===== src/rtl/collision_ctrl_if.sv =====
// Bus bundle between collision_ctrl and its surroundings: strobes, player/obstacle boxes, game outputs.
// The master drives the boxes and strobes; the slave (collision_ctrl) produces the game events.
interface collision_ctrl_if #(
   parameter int NUM_OBS = 4
);
   logic                   i_ani_stb;
   logic                   i_animate;
   logic                   i_restart;
   logic [11:0]            i_px1;
   logic [11:0]            i_px2;
   logic [11:0]            i_py1;
   logic [11:0]            i_py2;
   logic [12*NUM_OBS-1:0]  i_ox1;
   logic [12*NUM_OBS-1:0]  i_ox2;
   logic [12*NUM_OBS-1:0]  i_oy1;
   logic [12*NUM_OBS-1:0]  i_oy2;
   logic                   o_hit;
   logic                   o_respawn;
   logic                   o_freeze;
   logic                   o_game_over;
   logic [3:0]             o_lives;

   modport master (
      output i_ani_stb, i_animate, i_restart,
      output i_px1, i_px2, i_py1, i_py2,
      output i_ox1, i_ox2, i_oy1, i_oy2,
      input  o_hit, o_respawn, o_freeze, o_game_over, o_lives
   );

   modport slave (
      input  i_ani_stb, i_animate, i_restart,
      input  i_px1, i_px2, i_py1, i_py2,
      input  i_ox1, i_ox2, i_oy1, i_oy2,
      output o_hit, o_respawn, o_freeze, o_game_over, o_lives
   );
endinterface


===== src/rtl/collision_ctrl.sv =====
// collision_ctrl: scans NUM_OBS obstacle boxes against the player with one shared comparator per strobe
// and turns overlaps into hit/lives/freeze/respawn/game-over events. Define COLLIDE_GRACE_EN for post-respawn grace.
module collision_ctrl #(
   parameter int NUM_OBS    = 4,
   parameter int LIVES      = 3,
   parameter int HIT_FRAMES = 60
`ifdef COLLIDE_GRACE_EN
   ,
   parameter int GRACE_FRAMES = 90
`endif
) (
   input logic             i_clk,
   input logic             i_rst_n,
   collision_ctrl_if.slave bus
);

   typedef enum logic [1:0] {SIDLE, SCAN, SDONE} scan_state_t;
   typedef enum logic [1:0] {PLAY, HIT, OVER}    game_state_t;

   localparam logic [3:0] LAST_IDX   = 4'(NUM_OBS - 1);
   localparam logic [3:0] LIVES_LOAD = 4'(LIVES);
   localparam logic [7:0] HIT_LOAD   = 8'(HIT_FRAMES);

   scan_state_t scan_state, scan_next;
   game_state_t game_state, game_next;

   logic [3:0]  idx, idx_next;
   logic        acc, acc_next;
   logic        scan_start;
   logic        scan_done;
   logic        scan_discard;

   logic [11:0] ox1_sel, ox2_sel, oy1_sel, oy2_sel;
   logic [11:0] ox1_eff;
   logic        overlap;

   logic [3:0]  lives, lives_next;
   logic [7:0]  frame_cnt, frame_cnt_next;
   logic        hit_q, hit_next;
   logic        respawn_q, respawn_next;

   // Obstacle mux for the shared comparator; a left edge above the right edge has wrapped past 0.
   always_comb begin
      ox1_sel = '0;
      ox2_sel = '0;
      oy1_sel = '0;
      oy2_sel = '0;
      for (int k = 0; k < NUM_OBS; k++) begin
         if (idx == 4'(k)) begin
            ox1_sel = bus.i_ox1[12*k +: 12];
            ox2_sel = bus.i_ox2[12*k +: 12];
            oy1_sel = bus.i_oy1[12*k +: 12];
            oy2_sel = bus.i_oy2[12*k +: 12];
         end
      end
      ox1_eff = (ox1_sel > ox2_sel) ? 12'd0 : ox1_sel;
      overlap = (bus.i_px1 < ox2_sel) && (bus.i_px2 > ox1_eff) &&
                (bus.i_py1 < oy2_sel) && (bus.i_py2 > oy1_sel);
   end

   assign scan_start = (scan_state == SIDLE) && bus.i_ani_stb && bus.i_animate;
   assign scan_done  = (scan_state == SDONE);

   always_ff @(posedge i_clk or negedge i_rst_n) begin
      if (!i_rst_n) begin
         scan_state <= SIDLE;
         idx        <= '0;
         acc        <= 1'b0;
      end else begin
         scan_state <= scan_next;
         idx        <= idx_next;
         acc        <= acc_next;
      end
   end

   always_comb begin
      scan_next = scan_state;
      idx_next  = idx;
      acc_next  = acc;
      case (scan_state)
         SIDLE: begin
            if (scan_start) begin
               scan_next = SCAN;
               idx_next  = '0;
               acc_next  = 1'b0;
            end
         end
         SCAN: begin
            acc_next = acc | overlap;
            idx_next = idx + 4'd1;
            if (idx == LAST_IDX) begin
               scan_next = SDONE;
            end
         end
         SDONE: begin
            scan_next = SIDLE;
         end
         default: begin
            scan_next = SIDLE;
         end
      endcase
   end

`ifdef COLLIDE_GRACE_EN
   localparam logic [7:0] GRACE_LOAD = 8'(GRACE_FRAMES);

   logic [7:0] grace_cnt;
   logic       scan_masked;

   // The mask is captured at scan start so a scan begun on the last grace strobe is still discarded.
   always_ff @(posedge i_clk or negedge i_rst_n) begin
      if (!i_rst_n) begin
         grace_cnt   <= '0;
         scan_masked <= 1'b0;
      end else begin
         if (respawn_next) begin
            grace_cnt <= GRACE_LOAD;
         end else if ((game_state == PLAY) && bus.i_ani_stb && (grace_cnt != 8'd0)) begin
            grace_cnt <= grace_cnt - 8'd1;
         end
         if (scan_start) begin
            scan_masked <= (grace_cnt != 8'd0);
         end
      end
   end

   assign scan_discard = scan_masked || (grace_cnt != 8'd0);
`else
   assign scan_discard = 1'b0;
`endif

   always_ff @(posedge i_clk or negedge i_rst_n) begin
      if (!i_rst_n) begin
         game_state <= PLAY;
         lives      <= LIVES_LOAD;
         frame_cnt  <= '0;
         hit_q      <= 1'b0;
         respawn_q  <= 1'b0;
      end else begin
         game_state <= game_next;
         lives      <= lives_next;
         frame_cnt  <= frame_cnt_next;
         hit_q      <= hit_next;
         respawn_q  <= respawn_next;
      end
   end

   // A strobe landing on the last frozen frame both decrements and expires in the same cycle.
   always_comb begin
      game_next      = game_state;
      lives_next     = lives;
      frame_cnt_next = frame_cnt;
      hit_next       = 1'b0;
      respawn_next   = 1'b0;
      case (game_state)
         PLAY: begin
            if (scan_done && acc && !scan_discard) begin
               hit_next       = 1'b1;
               lives_next     = (lives == 4'd0) ? 4'd0 : lives - 4'd1;
               frame_cnt_next = HIT_LOAD;
               game_next      = HIT;
            end
         end
         HIT: begin
            if (bus.i_ani_stb) begin
               if (frame_cnt <= 8'd1) begin
                  frame_cnt_next = '0;
                  if (lives == 4'd0) begin
                     game_next = OVER;
                  end else begin
                     respawn_next = 1'b1;
                     game_next    = PLAY;
                  end
               end else begin
                  frame_cnt_next = frame_cnt - 8'd1;
               end
            end
         end
         OVER: begin
            if (bus.i_restart) begin
               lives_next   = LIVES_LOAD;
               respawn_next = 1'b1;
               game_next    = PLAY;
            end
         end
         default: begin
            game_next = PLAY;
         end
      endcase
   end

   assign bus.o_hit       = hit_q;
   assign bus.o_respawn   = respawn_q;
   assign bus.o_freeze    = (game_state != PLAY);
   assign bus.o_game_over = (game_state == OVER);
   assign bus.o_lives     = lives;

endmodule


===== src/flat_wrapper.sv =====
// flat-port wrapper written by rule: the top's interface ports become plain ports
module collision_ctrl_flat 
#(
   parameter int NUM_OBS    = 4,
   parameter int LIVES      = 3,
   parameter int HIT_FRAMES = 60

)
  (i_clk, i_rst_n, bus_i_ani_stb, bus_i_animate, bus_i_restart, bus_i_px1, bus_i_px2, bus_i_py1, bus_i_py2, bus_i_ox1, bus_i_ox2, bus_i_oy1, bus_i_oy2, bus_o_hit, bus_o_respawn, bus_o_freeze, bus_o_game_over, bus_o_lives);
  collision_ctrl_if #(.NUM_OBS(NUM_OBS)) bus_i ();
  input logic i_clk;
  input logic i_rst_n;
  input wire logic [$bits(bus_i.i_ani_stb)-1:0] bus_i_ani_stb;
  input wire logic [$bits(bus_i.i_animate)-1:0] bus_i_animate;
  input wire logic [$bits(bus_i.i_restart)-1:0] bus_i_restart;
  input wire logic [$bits(bus_i.i_px1)-1:0] bus_i_px1;
  input wire logic [$bits(bus_i.i_px2)-1:0] bus_i_px2;
  input wire logic [$bits(bus_i.i_py1)-1:0] bus_i_py1;
  input wire logic [$bits(bus_i.i_py2)-1:0] bus_i_py2;
  input wire logic [$bits(bus_i.i_ox1)-1:0] bus_i_ox1;
  input wire logic [$bits(bus_i.i_ox2)-1:0] bus_i_ox2;
  input wire logic [$bits(bus_i.i_oy1)-1:0] bus_i_oy1;
  input wire logic [$bits(bus_i.i_oy2)-1:0] bus_i_oy2;
  output wire logic [$bits(bus_i.o_hit)-1:0] bus_o_hit;
  output wire logic [$bits(bus_i.o_respawn)-1:0] bus_o_respawn;
  output wire logic [$bits(bus_i.o_freeze)-1:0] bus_o_freeze;
  output wire logic [$bits(bus_i.o_game_over)-1:0] bus_o_game_over;
  output wire logic [$bits(bus_i.o_lives)-1:0] bus_o_lives;
  assign bus_i.i_ani_stb = bus_i_ani_stb;
  assign bus_i.i_animate = bus_i_animate;
  assign bus_i.i_restart = bus_i_restart;
  assign bus_i.i_px1 = bus_i_px1;
  assign bus_i.i_px2 = bus_i_px2;
  assign bus_i.i_py1 = bus_i_py1;
  assign bus_i.i_py2 = bus_i_py2;
  assign bus_i.i_ox1 = bus_i_ox1;
  assign bus_i.i_ox2 = bus_i_ox2;
  assign bus_i.i_oy1 = bus_i_oy1;
  assign bus_i.i_oy2 = bus_i_oy2;
  assign bus_o_hit = bus_i.o_hit;
  assign bus_o_respawn = bus_i.o_respawn;
  assign bus_o_freeze = bus_i.o_freeze;
  assign bus_o_game_over = bus_i.o_game_over;
  assign bus_o_lives = bus_i.o_lives;
  collision_ctrl #(.NUM_OBS(NUM_OBS), .LIVES(LIVES), .HIT_FRAMES(HIT_FRAMES)) u_core (.i_clk(i_clk), .i_rst_n(i_rst_n), .bus(bus_i));
endmodule

===== config.mk =====
export PLATFORM = sky130hd
export DESIGN_NAME = collision_ctrl_flat
export DESIGN_NICKNAME = d
export VERILOG_FILES = /design/src/rtl/collision_ctrl_if.sv /design/src/rtl/collision_ctrl.sv /design/src/flat_wrapper.sv
export SDC_FILE = /design/constraint.sdc
export NUM_CORES = 1
export LEC_CHECK = 0
export CAP_MARGIN = 20
export CORE_MARGIN = 8
export CORE_UTILIZATION = 38
export CTS_BUF_LIST = sky130_fd_sc_hd__clkbuf_2
export CTS_CLUSTER_DIAMETER = 200
export DETAILED_ROUTE_END_ITERATION = 8
export GPL_TIMING_DRIVEN = 0
export PLACE_DENSITY_LB_ADDON = 0.08
export SYNTH_ARGS = -nofsm -noshare
export SYNTH_HDL_FRONTEND = slang
export SYNTH_SLANG_ARGS = --single-unit

===== constraint.sdc =====
create_clock -name i_clk -period 5 [get_ports i_clk]
set_input_delay 0.5 -clock i_clk [delete_from_list [all_inputs] [get_ports i_clk]]
set_output_delay 0.5 -clock i_clk [all_outputs]
set_load 0.02 [all_outputs]

Word level (Yosys, flattened, before mapping)
Index checks and enable logic that the tools add are counted.

Register bits: 23. Latch bits: 0. Bits in writable memories: 0. Memory bits (read-only): 0. Input bits: 245. Output and inout bits: 8. Memories kept: 0.

$add $sub $neg: 3. Multipliers: 0. Div/mod/pow operators: 0. Magnitude comparators: 6. Equality and inequality tests: 13. Shift-type cells: 0. Multiplexer cells: 45. Bitwise gates (word level): 1. Reductions and logical operators: 19.

Operators with widths (count): 12-bit 2-to-1 mux (17); 12-bit greater-than comparator (3); 12-bit less-than comparator (2); 8-bit 2-to-1 mux (3); 4-bit 2-to-1 mux (4); 4-bit case mux with 2 select lines (2); 8-bit case mux with 2 select lines (1); 2-bit 2-to-1 mux (7); 4-bit by 2-bit equality test with 1-bit output (second input constant) (2); 8-bit by 1-bit less-or-equal comparator with 1-bit output (second input constant) (1); 4-bit zero test (2); 2-bit by 1-bit inequality test with 1-bit output (second input constant) (4); 2-bit nonzero test (4); 8-bit by 1-bit subtractor with 8-bit output (second input constant) (1); 1-bit 2-to-1 mux (7); 1-bit logical AND (6); 2-bit case mux with 3 select lines (1); 3-bit AND reduction (2); 4-bit by 1-bit adder with 4-bit output (second input constant) (1); 2-bit by 1-bit equality test with 1-bit output (second input constant) (2); 2-bit equality test (second input constant) (2); 4-bit by 1-bit equality test with 1-bit output (second input constant) (1); 2-bit zero test (2); 2-bit inequality test (second input constant) (2); 6 further kinds (8).

Logic depth before layout (Yosys ltp)
Gate-level depths: netlist (run 1).

Depth after elaboration: 13. Gate-level depth with buffers: 24. Gate-level depth less buffers: 20.

Worst setup path before layout (run 1)
No wires, ideal clock.

Kind: reg-to-reg. Start: reg u_core.idx[1]. End: reg u_core.acc. Library setup time: 0.095 ns. Arrival: 4.315 ns. Slack: 0.589 ns. Stages on the path, launching flop included: 24. Path buffers: 3. Path through: dfrtp_1 -> inv_1 -> ha_1 -> nor4b_2 -> clkbuf_1 -> buf_1 -> a221oi_1 -> nor3_1 -> a21oi_1 -> ha_1 -> nor2b_1 -> o21a_1 -> o21a_1 -> o21ai_0 -> a22o_1 -> clkbuf_1 -> nand2_1 -> ha_1 -> nand4_1 -> nor3_1 -> nor4_1 -> and3_1 -> o221ai_1 -> o31ai_1.

Cells in the longest elaborated chain, start to end: 13.

RTL lines: start, declared (line collision_ctrl.sv:27) `logic [3:0] idx, idx_next;`; start signal, assigned (line collision_ctrl.sv:71) `idx <= idx_next;`; 4-bit zero test (line collision_ctrl.sv:49) `if (idx == 4'(k)) begin`; 12-bit 2-to-1 mux (4 in a row) (line collision_ctrl.sv:49); 12-bit greater-than comparator (line collision_ctrl.sv:56) `ox1_eff = (ox1_sel > ox2_sel) ? 12'd0 : ox1_sel;`; 12-bit 2-to-1 mux (line collision_ctrl.sv:56); 12-bit greater-than comparator (line collision_ctrl.sv:57) `overlap = (bus.i_px1 < ox2_sel) && (bus.i_px2 > ox1_eff) &&`; 1-bit logical AND (2 in a row) (line collision_ctrl.sv:57); 1-bit logical AND (*) (line collision_ctrl.sv:58) `(bus.i_py1 < oy2_sel) && (bus.i_py2 > oy1_sel);`; 1-bit OR (*) (line collision_ctrl.sv:89) `acc_next = acc | overlap;`; 1-bit case mux with 2 select lines (*) (line collision_ctrl.sv:80) `case (scan_state)`; end signal, assigned (line collision_ctrl.sv:72) `acc <= acc_next;`; end, declared (line collision_ctrl.sv:28) `logic acc, acc_next;`.

Every way passes the cells marked *; elsewhere a longest branch is shown, timed or not. A chain may end at the register's enable or synchronous reset.

Final worst setup path (run 1)
Same ends and word-level chain as after synthesis.

==> results of run 1 <==
## worst min path at each step
stage,slack (ns),depth (start not counted),to
CTS,0.53,2,u_core.bus.o_lives[0]
global placement,0.48,2,u_core.game_state[1]
detailed placement,0.49,2,u_core.game_state[1]
global route,0.31,1,u_core.bus.o_respawn
floorplan,0.20,0,u_core.acc
finish,0.34,1,u_core.bus.o_respawn
## layer usage
metal	vias up	share of wire, %	track usage (%)
met1	2466	39	28.7
met4	0	2.6	7.76
met3	29	9.3	7.54
li1	2555	-	-
met2	252	49	47.4
met5	-	0	0
## flip-flops by register name, summed over array words and instances, names as in the netlist
register              cells
u_core.acc                1
u_core.bus.o_hit          1
u_core.bus.o_lives        4
u_core.bus.o_respawn      1
u_core.frame_cnt          8
u_core.game_state         2
u_core.idx                4
u_core.scan_state         2
## power by group through the flow
stage          Combinational, W  Clock (W)  Sequential (W)
2_1_floorplan           0.00195          0        0.000280
3_3_place_gp            0.00266          0        0.000288
3_5_place_dp            0.00277          0        0.000292
4_1_cts                 0.00284  0.0000836        0.000289
5_1_grt                 0.00339  0.0000905        0.000306
6_report                0.00303  0.0000815        0.000297
## stage by stage
step | worst slack, ns | area (sq um) | total power, W | util [%]
finish | 0.251 | 6830 | 0.00340 | 67.6
global route | -0.0159 | 6830 | 0.00378 | 67.6
CTS | 0.00861 | 6630 | 0.00321 | 65.7
detailed placement | -0.533 | 6570 | 0.00306 | 65.1
global placement | -0.371 | 6570 | 0.00295 | 65.1
floorplan | 0.589 | 3870 | 0.00223 | -
## area by class of cell
class | count | area [sq um] | share of cell area, %
Antenna cell | 3 | 7.51 | 0.110
Buffer | 31 | 208 | 3.04
Clock buffer | 4 | 20.0 | 0.293
Inverter | 13 | 48.8 | 0.715
Multi-Input combinational cell | 457 | 3200 | 46.8
Sequential cell | 23 | 582 | 8.52
Tap cell | 136 | 170 | 2.49
Timing Repair Buffer | 259 | 2590 | 38.0
## placed cells by master (no fill, tap or decap), types with 4 or more instances in the layout
cell type / count
nor3_1: 46
o31ai_1: 4
buf_4: 12
nor2b_1: 8
nor2_1: 50
nand3_1: 5
a21oi_1: 54
a22o_1: 5
a221oi_1: 31
o21ai_1: 10
a211oi_1: 5
o21a_1: 7
o21ai_0: 32
nor4_1: 4
nand4_1: 11
nand2_1: 46
clkdlybuf4s50_1: 252
ha_1: 64
clkbuf_2: 8
dfrtp_1: 18
a221o_1: 12
clkbuf_4: 6
a21oi_2: 5
a21o_1: 7
and2_1: 4
inv_1: 12
clkbuf_1: 8
## cell families (layout without fill, tap and decap cells)
| kind of cell | after synthesis | count (layout) | share of synthesized area, % |
|---|---|---|---|
| and+or+nand+nor | 194 | 194 | 24.4 |
| other | 0 | 3 | 0 |
| adders and majority gates | 67 | 67 | 21.6 |
| DFF | 23 | 23 | 14.9 |
| buffers and inverters | 44 | 307 | 4.75 |
| AOI/OAI and AO/OA | 193 | 193 | 33.5 |
| muxes | 3 | 3 | 0.840 |
## timing repair
item / CTS / global route
resized for setup: 14 / 51
setup endpoints to repair: 1 / 1
pin swaps: 0 / 8
gates cloned: 0 / 0
endpoints found under the hold margin: 0 / 0
setup buffers: 1 / 5
==> metrics.md, run 1 <==
| Metric | Value |
|---|---|
| Global-route wire length before repair | 27.8 mm |
| Slowest cell on crit path | dfrtp_2 |
| Die X | around 120 um |
| Mapped Area | 3870 sq um |
| Clock slew at reported path FFs | 0.22 ns |
| Total wire length | 18.6 mm |
| Reg-to-reg slack, setup | 0.25 ns |
| Leading area contributor after synthesis | ha_1 |
| TNS Setup | 0 ns |
| # IOs | 253 |
| Synth warn | 0 |
| Routed WL per cell | 20.1 um |
| Layout cells sized above 1 | ~8.1% |
| Dominant cells by area after synthesis | ha_1 (22%), dfrtp_1 (14%), a221oi_1 (7.7%) |
| Nets | between 1k and 1.5k |
| Pwr dens | about 500 nW/um^2 |
| Gr usage total | 26.1% |
| Final Hold Vio Count | 0 |
| List of most frequent post-synthesis cells | ha_1 (67), a21oi_1 (59), nor2_1 (51) |
| Vias/cell | 5.73 |
| Clock Root Buffer | clkbuf_2 |
| F_max | about 210 MHz |
| Status | finished, final reports clean |
| CTS tree | done |
| Syn-to-layout area delta | 76.2% |
| Max-slew violations | 0 |
| CP Class | reg -> reg |
| Critical path startpoint category | flop |
| Flop pwr share | 8.7% |
| Clk sinks | 23 |
| Share of the synthesized area in the top cell type | between 20% and 30% |
| Logic pwr share | 88.9% |
| Final Hold Slack | 0.340 ns |
| Clock skew | approximately 0.0028 ns |
| Synth Instances | about 520 |
| Initial core utilization | a little under two fifths |
| Peak VDD IR | 256 uV |
| Cell Chain, Critical Path | buf_4 -> ha_4 -> and2_1 -> clkbuf_4 -> buf_8 -> buf_4 -> a221oi_1 -> nor3_1 -> a21oi_1 -> ha_1 -> o21a_1 -> o21a_1 -> o21ai_0 -> a22o_1 -> buf_6 -> nand2_1 -> ha_1 -> nand4_1 -> nor3_1 -> nor4_1 -> and3_1 -> o221ai_1 -> o31ai_1 |
| Worst-Margin Slew | about 0.6 ns |
| Min-delay worst type | in -> async |
| 1st-iter DRT viols | 327 |
| Max-cap viol count | 0 |
| Initial antenna violation count | 3 |
| First-pass iteration count of the detailed router | 5 |
| Fillers | between 800 and 900 |
| Final non-filler cell total | around 900 |
| Yosys reg bits | 23 |
| Core region area | 10100 sq um |
| Internal | 0.00165 W |
| CP startpoint | u_core.idx[1] |
| Worst stage delay on the critical path | 0.48 ns |
| Reg-to-Reg End | u_core.acc |
| Reg2reg start | u_core.idx[1] |
| IO Port Bufs | around 250 |
| # hold bufs at CTS | 0 |
| Vias in the first global route | 5492 |
| Clk Latency, worst-skew pair | 0.36 ns |
| Die span in y | 117 um |
| Final min period | 4.75 ns |
| Worst r2r path cells | 23 |
| Cell family with most CP delay | compound AO/OA/AOI/OAI gates |
| Worst setup path end | u_core.acc |
| CTS Buf Count | 3 |
| Gpl congestion | 0.950 |
| H-tree depth | 1 |
| DRT antenna net count | 0 |
| Clock Tree Buf Depth | 2 |
| CP required | 5.29 ns |
| Vias | about 5.3k |
| CP Capture Type | flop |
| Sw Ratio | 51.7% |
| Row count | 37 |
| Crit path DAT | 5.04 ns |
| Sequential fraction of the synthesis area | between 10% and 20% |
| Fin crit share | 95.0% |
| Syn nets | between 800 and 900 |
| Pleak | 2.72 nW |
| Mean Syn Cell Area | 7.39 sq um |
| Stages on worst setup path | 23 |
| Final setup vio count | 0 |
| Most numerous cell in the Yosys netlist | ha_1 |
| Die ar. | between 10000 and 15000 sq um |
| Worst relative slew slack | 60.3% |
| Clock power frac | ~2.4% |
| Post-synth EDFFs | 0 |
| Net Sw Power | around 0.0018 W |
| Placed cells | between 900 and 1k |
| Synth Flop Type | dfrtp_1 |
| Unique masters post-synth | 51 |
| DP Wirelength | 15.7 mm |
| Largest net degree at the start of global routing | 24 |
| Crit Path Max Fanout | 10 |
| Final global-route overflow total | 0 |
| FFs w/ async S/R, synth | between 90% and 100% |
| Buffers plus inverters on the worst setup path | 5 |
| # DRC | 0 |
Note: power is estimated with default switching activity, not from simulation.
==> run 2, diff against run 1 <==
--- a/config.mk
+++ b/config.mk
@@ -8,7 +8,7 @@
 export CAP_MARGIN = 20
 export CORE_MARGIN = 8
 export CORE_UTILIZATION = 38
-export CTS_BUF_LIST = sky130_fd_sc_hd__clkbuf_2
+export CTS_BUF_LIST = sky130_fd_sc_hd__clkbuf_8
 export CTS_CLUSTER_DIAMETER = 200
 export DETAILED_ROUTE_END_ITERATION = 8
 export GPL_TIMING_DRIVEN = 0
==> run 2 against run 1 <==
Sequential cell count stayed put. Design area is 0.20% higher. Setup slack better by 0.035 ns. Count of clock-buffer cells in the layout is 1 lower. Highest routed layer unchanged.
==> metrics.md, run 2 (synthesized netlist as in run 1, its figures left out) <==
| Metric | Value |
|---|---|
| DP Wirelength | 15.7 mm (unchanged) |
| Clock slew at reported path FFs | 0.09 ns (was 0.22 ns) |
| DRT antenna net count | 0 (unchanged) |
| Clk Latency, worst-skew pair | 0.27 ns (was 0.36 ns) |
| # hold bufs at CTS | 0 (unchanged) |
| Vias/cell | 5.73 (about the same) |
| Vias | 5301 (was 5302) |
| Syn-to-layout area delta | 76.6% (was 76.2%) |
| Final Hold Vio Count | 0 (unchanged) |
| Clock skew | 0.00527 ns (was 0.00285 ns) |
| H-tree depth | 1 (unchanged) |
| CTS Buf Count | 3 (unchanged) |
| Global-route wire length before repair | 27.9 mm (was 27.8 mm) |
| IO Port Bufs | 252 (unchanged) |
| Clock Tree Buf Depth | 2 (unchanged) |
| Die span in y | 117 um (unchanged) |
| Final worst slack | 0.286 ns (was 0.251 ns) |
| Largest net degree at the start of global routing | 24 (unchanged) |
| Fin crit share | 94.3% (was 95.0%) |
| First-pass iteration count of the detailed router | 5 (unchanged) |
| Worst relative slew slack | 60.6% (was 60.3%) |
| Core region area | 10100 sq um (unchanged) |
| Worst slack, placed | -0.533 ns (unchanged) |
| Total wire length | 18.6 mm (about the same) |
| Gr usage total | 26.1% (about the same) |
| Min-delay worst type | in -> async (unchanged) |
| Max-slew violations | 0 (unchanged) |
| Clk sinks | 23 (unchanged) |
| Total power | 0.00342 W (was 0.00340 W) |
| Max reg flops | 8 (unchanged) |
| Worst-Margin Slew | 0.592 ns (was 0.591 ns) |
| Routed WL per cell | 20.1 um (about the same) |
| Die ar. | 13700 sq um (unchanged) |
| Peak VDD IR | 250 uV (was 256 uV) |
| Final setup vio count | 0 (unchanged) |
| Final global-route overflow total | 0 (unchanged) |
| Crit Path Max Fanout | 10 (unchanged) |
| CTS tree | done (unchanged) |
| Pwr dens | 500 nW/um^2 (was 499 nW/um^2) |
| Row count | 37 (unchanged) |
| Vias in the first global route | 5486 (was 5492) |
| Most flops, register | u_core.frame_cnt (unchanged) |
| CP Capture Type | flop (unchanged) |
| # DRC | 0 (unchanged) |
| Critical path startpoint category | flop (unchanged) |
| Utilization after layout | 67.8% (was 67.6%) |
| Nets | 1099 (was 1100) |
| Crit path DAT | 4.90 ns (was 5.04 ns) |
| Commonest non-fill, non-tap cell in the layout | clkdlybuf4s50_1 (unchanged) |
| 1st-iter DRT viols | 330 (was 327) |
| F_max | 212 MHz (was 211 MHz) |
| Max-cap viol count | 0 (unchanged) |
| # IOs | 253 (unchanged) |
| CP required | 5.18 ns (was 5.29 ns) |
| Status | finished, final reports clean (unchanged) |
| Layout cells sized above 1 | 7.89% (was 8.13%) |
| Die X | 117 um (unchanged) |
| Pleak | 2.73 nW (was 2.72 nW) |
| Initial antenna violation count | 3 (unchanged) |
| Most frequent cells in the layout | clkdlybuf4s50_1 (252), ha_1 (63), a21oi_1 (54) (was clkdlybuf4s50_1 (252), ha_1 (64), a21oi_1 (54)) |
| CP Class | reg -> reg (unchanged) |
| Initial core utilization | 38.4% (unchanged) |
| Gpl congestion | 0.950 (unchanged) |
| Clock Root Buffer | clkbuf_8 (was clkbuf_2) |
| Final min period | 4.71 ns (was 4.75 ns) |
==> run 2: per-layer routing <==
| metal | global-route usage (%) | wire (um) | vias to the layer above |
|---|---|---|---|
| met5 | 0 | 0 | - |
| met4 | 7.51 | 448 | 0 |
| met3 | 7.54 | 1800 | 28 |
| met2 | 47.6 | 9120 | 245 |
| met1 | 28.8 | 7220 | 2474 |
| li1 | - | - | 2554 |
==> run 2: worst paths after layout <==
path	cells after the start	startpoint	end	slack [ns]
hold reg to reg	2	u_core.bus.o_lives[0]	u_core.bus.o_lives[0]	0.51
hold / removal	1	i_rst_n	u_core.bus.o_respawn	0.46
setup reg to reg	24	u_core.idx[0]	u_core.acc	0.29
max in group asynchronous	2	i_rst_n	u_core.idx[1]	4.14
setup / recovery	24	u_core.idx[0]	u_core.acc	0.29
min in group i_clk	2	u_core.bus.o_lives[0]	u_core.bus.o_lives[0]	0.51
==> run 2: cell type report <==
type | instances | area [sq um]
clock inverter | 1 | 3.75
multi-input combinational | 457 | 3200
buffer | 31 | 204
timing repair buffer | 258 | 2590
sequential | 23 | 581
antenna | 3 | 7.51
clock buffer | 3 | 41.3
tap | 136 | 170
fill | 886 | 3250
inverter | 13 | 48.8
==> run 2: power by group <==
part / switching, W / internal, W
Combinational: 0.00163 / 0.00137
Clock: 0.0000624 / 0.0000550
Sequential: 0.0000702 / 0.000232
Total: 0.00176 / 0.00166
==> run 2: critical path, cell delays in order (launching register included) <==
cell and delay (ns):
dfrtp_2 0.46, inv_2 0.10, ha_4 0.17, and2_1 0.12, clkbuf_4 0.21, buf_8 0.18, buf_4 0.18, a221oi_1 0.06
nor3_1 0.26, a21oi_2 0.09, ha_1 0.31, nor2b_1 0.13, o21a_1 0.16, o21a_1 0.15, o21ai_0 0.13, a22o_1 0.18
buf_4 0.18, nand2_1 0.07, ha_1 0.30, nand4_1 0.16, nor3_1 0.12, nor4_1 0.25, and3_1 0.21, o221ai_1 0.16
o31ai_1 0.26
==> run 2: per-stage QoR <==
step           instances  area [sq um]  TNS [ns]  hold slack, ns
2_1_floorplan        524          3870         0           0.204
3_3_place_gp         912          6570    -0.371           0.484
3_5_place_dp         912          6570    -0.533           0.493
4_1_cts              917          6650         0           0.512
5_1_grt              925          6840  -0.00314           0.468
6_report             925          6840         0           0.462
==> run 2: repair_timing <==
item / 4_1_cts / 5_1_grt
pin swaps: 0 / 6
endpoints found under the setup margin: 1 / 1
setup buffers: 1 / 4
gates resized for setup: 14 / 53
gates cloned: 0 / 0
